$ cat src/rtl/rsa_prime_gate.sv
// rsa_prime_gate: trial-division qualifier for an RSA (p, q) candidate pair.
// Ports: clk, rst_n, start, p_in/q_in in; p_out/q_out, key_gen_start, busy, done, ok, reject_code out.
// Build option: define RSA_PRIME_CONST_TIME_EN for data-independent latency.
module rsa_prime_gate #(
  parameter int WIDTH = 8
) (
  input  logic             clk,
  input  logic             rst_n,
  input  logic             start,
  input  logic [WIDTH-1:0] p_in,
  input  logic [WIDTH-1:0] q_in,
  output logic [WIDTH-1:0] p_out,
  output logic [WIDTH-1:0] q_out,
  output logic             key_gen_start,
  output logic             busy,
  output logic             done,
  output logic             ok,
  output logic [1:0]       reject_code
);

  localparam int DMAX = 2**((WIDTH+1)/2) - 1;
  localparam int NDIV = DMAX - 1;
  localparam int DW   = $clog2(DMAX + 1);
  localparam int W2   = 2 * WIDTH;

  typedef enum logic [2:0] {
    IDLE,
    CHK_P,
    CHK_Q,
    DECIDE,
    DONE
  } state_t;

  state_t           state_q, state_d;
  logic [WIDTH-1:0] p_q, p_d;
  logic [WIDTH-1:0] q_q, q_d;
  logic [DW-1:0]    d_q, d_d;
  logic             pp_q, pp_d;
  logic             qp_q, qp_d;
  logic             dec_q, dec_d;

  logic [WIDTH-1:0] p_out_d, q_out_d;
  logic             kgs_d, busy_d, done_d;
  logic             ok_d;
  logic [1:0]       code_d;

  logic [WIDTH-1:0] n;
  logic [WIDTH-1:0] dn;
  logic [W2-1:0]    dx, sq, nx;
  logic [WIDTH-1:0] rem;
  logic             last;
  logic             hit;
  logic             prime_c;
  logic             exit_c;
  logic             acc;

  assign n    = (state_q == CHK_Q) ? q_q : p_q;
  assign dn   = {{(WIDTH-DW){1'b0}}, d_q};
  assign dx   = {{(W2-DW){1'b0}}, d_q};
  assign nx   = {{WIDTH{1'b0}}, n};
  assign sq   = dx * dx;
  assign rem  = n % dn;
  assign last = (d_q == DW'(DMAX));

  // The last slot is decisive by construction: no divisor up to
  // DMAX means n is prime for every n that fits in WIDTH bits.
  always_comb begin
    hit     = 1'b1;
    prime_c = 1'b0;
    if (n < WIDTH'(2)) begin
      prime_c = 1'b0;
    end else if (sq > nx) begin
      prime_c = 1'b1;
    end else if (rem == '0) begin
      prime_c = 1'b0;
    end else if (last) begin
      prime_c = 1'b1;
    end else begin
      hit = 1'b0;
    end
  end

`ifdef RSA_PRIME_CONST_TIME_EN
  // Always walk every divisor; only the first decisive slot counts.
  assign exit_c = last;
`else
  assign exit_c = hit;
`endif

  assign acc = pp_q && qp_q && (p_q != q_q);

  always_comb begin
    state_d = state_q;
    p_d     = p_q;
    q_d     = q_q;
    d_d     = d_q;
    pp_d    = pp_q;
    qp_d    = qp_q;
    dec_d   = dec_q;
    p_out_d = p_out;
    q_out_d = q_out;
    ok_d    = ok;
    code_d  = reject_code;
    kgs_d   = 1'b0;
    done_d  = 1'b0;
    case (state_q)
      IDLE: begin
        if (start) begin
          p_d     = p_in;
          q_d     = q_in;
          d_d     = DW'(2);
          dec_d   = 1'b0;
          state_d = CHK_P;
        end
      end
      CHK_P, CHK_Q: begin
        if (!dec_q && hit) begin
          dec_d = 1'b1;
          if (state_q == CHK_P) pp_d = prime_c;
          else                  qp_d = prime_c;
        end
        if (exit_c) begin
          d_d     = DW'(2);
          dec_d   = 1'b0;
          state_d = (state_q == CHK_P) ? CHK_Q : DECIDE;
        end else begin
          d_d = d_q + 1'b1;
        end
      end
      DECIDE: begin
        ok_d   = acc;
        kgs_d  = acc;
        done_d = 1'b1;
        if (!pp_q)           code_d = 2'b01;
        else if (!qp_q)      code_d = 2'b10;
        else if (p_q == q_q) code_d = 2'b11;
        else                 code_d = 2'b00;
        if (acc) begin
          p_out_d = p_q;
          q_out_d = q_q;
        end
        state_d = DONE;
      end
      DONE: begin
        state_d = IDLE;
      end
      default: begin
        state_d = IDLE;
      end
    endcase
    busy_d = (state_d == CHK_P) ||
             (state_d == CHK_Q) ||
             (state_d == DECIDE);
  end

  always_ff @(posedge clk or negedge rst_n) begin
    if (!rst_n) begin
      state_q       <= IDLE;
      p_q           <= '0;
      q_q           <= '0;
      d_q           <= DW'(2);
      pp_q          <= 1'b0;
      qp_q          <= 1'b0;
      dec_q         <= 1'b0;
      p_out         <= '0;
      q_out         <= '0;
      key_gen_start <= 1'b0;
      busy          <= 1'b0;
      done          <= 1'b0;
      ok            <= 1'b0;
      reject_code   <= 2'b00;
    end else begin
      state_q       <= state_d;
      p_q           <= p_d;
      q_q           <= q_d;
      d_q           <= d_d;
      pp_q          <= pp_d;
      qp_q          <= qp_d;
      dec_q         <= dec_d;
      p_out         <= p_out_d;
      q_out         <= q_out_d;
      key_gen_start <= kgs_d;
      busy          <= busy_d;
      done          <= done_d;
      ok            <= ok_d;
      reject_code   <= code_d;
    end
  end

  // NDIV documents the slot count per check; it has no logic of its own.
  logic unused_ndiv;
  assign unused_ndiv = (NDIV == 0);

endmodule
$ cat config.mk
export PLATFORM = sky130hd
export DESIGN_NAME = rsa_prime_gate
export DESIGN_NICKNAME = d
export VERILOG_FILES = /design/src/rtl/rsa_prime_gate.sv
export SDC_FILE = /design/constraint.sdc
export NUM_CORES = 1
export LEC_CHECK = 0
export ABC_CLOCK_PERIOD_IN_PS = 15200
export CAP_MARGIN = 40
export CORE_ASPECT_RATIO = 1.2
export CORE_MARGIN = 2
export CORE_UTILIZATION = 48
export CTS_CLUSTER_DIAMETER = 80
export DETAILED_ROUTE_END_ITERATION = 8
export PLACE_DENSITY = 0.71
export SLEW_MARGIN = 20
export SYNTH_ARGS = -nofsm -noshare
export SYNTH_HDL_FRONTEND = slang
export SYNTH_SLANG_ARGS = --single-unit
export TNS_END_PERCENT = 30
$ cat constraint.sdc
create_clock -name clk -period 15.2 [get_ports clk]
set_clock_uncertainty 0.1 [all_clocks]
set_input_delay 3.04 -clock clk [delete_from_list [all_inputs] [get_ports clk]]
set_output_delay 3.04 -clock clk [all_outputs]
set_load 0.05 [all_outputs]
==> results of run 1 <==
## logic make-up after synthesis
family | synth area share
AOI/OAI and AO/OA | 0.190
buffers and inverters | 0.0296
and+or+nand+nor | 0.223
muxes | 0.0875
DFF | 0.296
adders and majority gates | 0.131
xor gates and xnor gates | 0.0431
## synth_stat cells, drive strengths merged (9+ instances only)
cell	number	area, µm²
nand2	66	248
dfrtp	47	1180
ha	41	513
nor2	37	139
a21oi	26	130
o21ai	22	121
mux2	20	225
inv	19	71.3
nor3	16	80.1
o21a	14	105
mux2i	13	130
xor2	12	105
nand3	10	50.1
a21o	9	67.6
nand2b	9	56.3
## final cells by class
class                      instances  share of cell area
timing repair buffer              44              0.0935
multi-input combinational        387               0.584
sequential                        48               0.256
clock buffer                       7              0.0184
clock inverter                     1             0.00160
inverter                          20              0.0160
tap                              114              0.0304
## tightest hold or removal path, cell delays in order, from the launching register on
cell and delay, ns:
dfrtp_1 0.35, nand2_1 0.05, nand2_1 0.05
## registers in the layout, summed over array words and instances (netlist names), 2 cells and up
signal / flops
q_out: 8
state_q: 3
d_q: 4
reject_code: 2
p_out: 8
q_q: 8
p_q: 8
## worst paths after layout
check | start | end | cells past startpoint
setup / recovery | state_q[2]$_DFF_PN0_ | qp_q$_DFFE_PN0P_ | 52
hold / removal | q_out[2]$_DFFE_PN0P_ | q_out[2]$_DFFE_PN0P_ | 2
setup reg to reg | state_q[2]$_DFF_PN0_ | qp_q$_DFFE_PN0P_ | 52
hold reg to reg | q_out[2]$_DFFE_PN0P_ | q_out[2]$_DFFE_PN0P_ | 2
max in group asynchronous | rst_n | d_q[1]$_DFFE_PN1P_ | 2
min in group asynchronous | rst_n | q_q[3]$_DFFE_PN0P_ | 1
## metal layers
layer	routed length (µm)	GRT usage	part of all wire
met1	4200	0.270	0.43
met2	5060	0.390	0.52
met3	342	0.0379	0.035
met4	173	0.0703	0.018
met5	0	0	0
## metrics by stage
step	cell area, µm²	util
6_report	4700	0.576
4_1_cts	4700	0.576
3_5_place_dp	4600	0.565
2_1_floorplan	4060	-
3_3_place_gp	4570	0.560
5_1_grt	4700	0.576
==> metrics.txt, run 1 <==
outcome=complete, no violations; WP data required=15.29 ns; drt drc=0; Rows=36; fmax=73.0 MHz; relative slew slack=0.481; final count of negative-setup-slack endpoints=0; Seq. cell area=1200 µm²; Syn. warnings=0; GP Congestion=0.952; most frequent cells in the layout=nand2_1 (66), dfrtp_1 (47), ha_1 (41); total grt overflow=0; total clock buffers created by CTS=5; DIE HEIGHT=105 µm; WS Path Type=reg2reg; Fin. Hold Viols=0; max cap viols=0; n_diodes=0; internal reg-to-reg setup slack=1.49 ns; CP bufs+invs=1; remaining antenna violation count=0; die area=just over 9000 µm²; final cell count without fillers=621; antenna violations before repair=0; global-route wire length before repair=roughly 17000 µm; Worst Max-Slew Pin Slew=between 0.7 and 0.8 ns; arrival time at the worst endpoint=13.79 ns; vias post-DR=3549; commonest non-fill, non-tap cell in the layout=nand2_1; Clock Latency Late Sink=around 0.31 ns; hold_ws=0.377 ns; Starting Density=0.498; Syn Nets=525; Synth Instances=464; most frequent CP cell=ha_1; Top Family by Delay on Critical Path=compound AO/OA/AOI/OAI gates; GRT Overall Usage=0.222; clock-pin slew on the worst setup and hold paths=about 0.090 ns; max-slew violations=0; Synth Register Bits=between 40 and 50; vias in the first global route=around 3500; number of setup buffers added after CTS=0; Post-Syn Area=4060 µm²; Setup TNS=0 ns; Routed WL=9770 µm; CTS tree=done; final worst slack=1.49 ns; Seq/Total Area, Yosys=0.296; Worst path slowest cell=or3b_1; Avg Cell Area, Syn=8.75 µm²; largest net degree at the start of global routing=34; EDFF count, synth=0; startpoint types=flip-flop; Nets=roughly 570; RSZ-0062 raised after global routing=false; Final period util=0.902; multi-input logic area=2740 µm²; crit path max fanout=13; ys flop type=dfrtp_1; Clock Sinks=48; final-layout fill cell count=740; Inst Count DP=613; H-tree depth=2; Starting DRT DRC Count=140; Clock Path Buffers=2; die width=88.0 µm; Period minus WS final=13.71 ns; CTS Hold Bufs=0; core area=about 8000 µm²; Post-CTS Resized=0; Critical Path Sink Type=flip-flop; CTS Root Cell=clkbuf_8; Hold Path Class=reg2reg; TritonRoute pass-1 iters=5; synthesis-to-finish area growth=15.7%; layout cells sized above 1=0.0927; Max stage delay on crit path=0.64 ns; number of port buffers=40; Synth cell types=60; number of vias per cell=5.71; DP HPWL=7600 µm; Avg WL per Cell=15.7 µm; Async S/R FF share, synth=1.00; pre-CTS WS=about 1.7 ns; I/O pin cnt=41
Power of run 1 is not shown: default switching activity piles up to over one toggle a cycle in this logic, so the estimate is an artifact.
==> run 2: changes to the inputs <==
--- a/config.mk
+++ b/config.mk
@@ -9,10 +9,10 @@
 export CAP_MARGIN = 40
 export CORE_ASPECT_RATIO = 1.2
 export CORE_MARGIN = 2
-export CORE_UTILIZATION = 48
+export CORE_UTILIZATION = 55
 export CTS_CLUSTER_DIAMETER = 80
 export DETAILED_ROUTE_END_ITERATION = 8
-export PLACE_DENSITY = 0.71
+export PLACE_DENSITY = 0.79
 export SLEW_MARGIN = 20
 export SYNTH_ARGS = -nofsm -noshare
 export SYNTH_HDL_FRONTEND = slang
==> metrics.txt, run 2 (same netlist as run 1, synthesis figures left out) <==
outcome=complete, no violations; vias post-DR=3579; Setup TNS=0 ns; routed wl met3=338 µm; GRT Overall Usage=0.244; DP HPWL=7430 µm; synthesis-to-finish area growth=15.3%; Starting DRT DRC Count=185; commonest non-fill, non-tap cell in the layout=nand2_1; most frequent CP cell=ha_1; CTS Root Cell=clkbuf_8; Post-CTS Resized=0; most frequent cells in the layout=nand2_1 (66), dfrtp_1 (47), ha_1 (41); Routed WL=between 9000 and 10000 µm; startpoint types=flip-flop; WP data required=15.29 ns; total clock buffers created by CTS=5; Rows=34; n_diodes=0; Hold Path Class=reg2reg; global-route wire length before repair=15500 µm; crit path max fanout=13; drt drc=0; DIE HEIGHT=98.1 µm; max-slew violations=0; Starting Density=0.565; Top Metal Used=met4; met2 WL=a little under 5000 µm; WS Path Type=reg2reg; Period minus WS final=13.63 ns; relative slew slack=0.482; Clock Sinks=48; final cell count without fillers=597; Inst Count DP=around 590; number of setup buffers added after CTS=0; Post-Route Utilization=0.651; arrival time at the worst endpoint=13.72 ns; Clock Latency Late Sink=between 0.3 and 0.4 ns; max cap viols=0; die width=82.4 µm; clock-pin slew on the worst setup and hold paths=about 0.09 ns; number of vias per cell=5.99; largest net degree at the start of global routing=34; vias in the first global route=3433; fmax=73.4 MHz; core area=7190 µm²; Worst path slowest cell=or3b_1; multi-input logic area=approximately 2700 µm²; CTS tree=done; total grt overflow=0; die area=8090 µm²; TritonRoute pass-1 iters=4; Critical Path Sink Type=flip-flop; hold_ws=between 0.3 and 0.4 ns; Nets=567; Clock Path Buffers=2; GP Congestion=0.858; RSZ-0062 raised after global routing=false; Fin. Hold Viols=0; number of port buffers=40; layout cells sized above 1=0.0927; Worst Max-Slew Pin Slew=0.775 ns; remaining antenna violation count=0; Seq. cell area=1200 µm²; wire length on met1=approximately 4000 µm; CTS Hold Bufs=0; Final period util=0.897; antenna violations before repair=0; H-tree depth=2; final-layout fill cell count=between 500 and 600; Avg WL per Cell=approximately 16 µm; I/O pin cnt=between 40 and 50; final count of negative-setup-slack endpoints=0; Max stage delay on crit path=0.61 ns
## run 2: changes by cell type in the layout (fill, tap and decap cells not counted), sizes merged
cell and delta:
buf -1, bufinv +1, clkinv +1, clkinvlp -1
## run 2: final timing paths
check | start | end | slack, ns | cells after the start
hold reg to reg | q_out[1]$_DFFE_PN0P_ | q_out[1]$_DFFE_PN0P_ | 0.38 | 2
hold / removal | q_out[1]$_DFFE_PN0P_ | q_out[1]$_DFFE_PN0P_ | 0.38 | 2
setup reg to reg | state_q[2]$_DFF_PN0_ | qp_q$_DFFE_PN0P_ | 1.57 | 52
min in group asynchronous | rst_n | q_out[6]$_DFFE_PN0P_ | 2.53 | 1
setup / recovery | state_q[2]$_DFF_PN0_ | qp_q$_DFFE_PN0P_ | 1.57 | 52
max in group asynchronous | rst_n | d_q[1]$_DFFE_PN1P_ | 11.90 | 2
## run 2: routing by layer
metal	vias to the layer above	global-route usage
met5	-	0
met4	0	0.0833
met3	15	0.0250
met2	77	0.439
met1	1715	0.295
li1	1772	-
## run 2: through the flow
stage | cell area (µm²) | setup slack (ns)
2_1_floorplan | 4060 | 3.14
3_3_place_gp | 4540 | 2.21
3_5_place_dp | 4570 | 1.73
4_1_cts | 4680 | 1.66
5_1_grt | 4680 | 0.574
6_report | 4680 | 1.57
## run 2: worst max-delay path, delay by kind of cell (launching register included)
family	cells	cell delay, ns
buf+inv	2	0.29
flops	1	0.48
simple gates	14	3.65
fa+ha+maj	8	2.51
mux	3	0.90
compound gates	25	5.58
## run 2: area by class of cell
class	instances	area share
clock buffer	6	0.0155
clock inverter	2	0.00748
inverter	20	0.0160
multi-input combinational	387	0.586
sequential	48	0.257
tap	90	0.0241
timing repair buffer	44	0.0938
Power of run 2 is left out for the same reason.
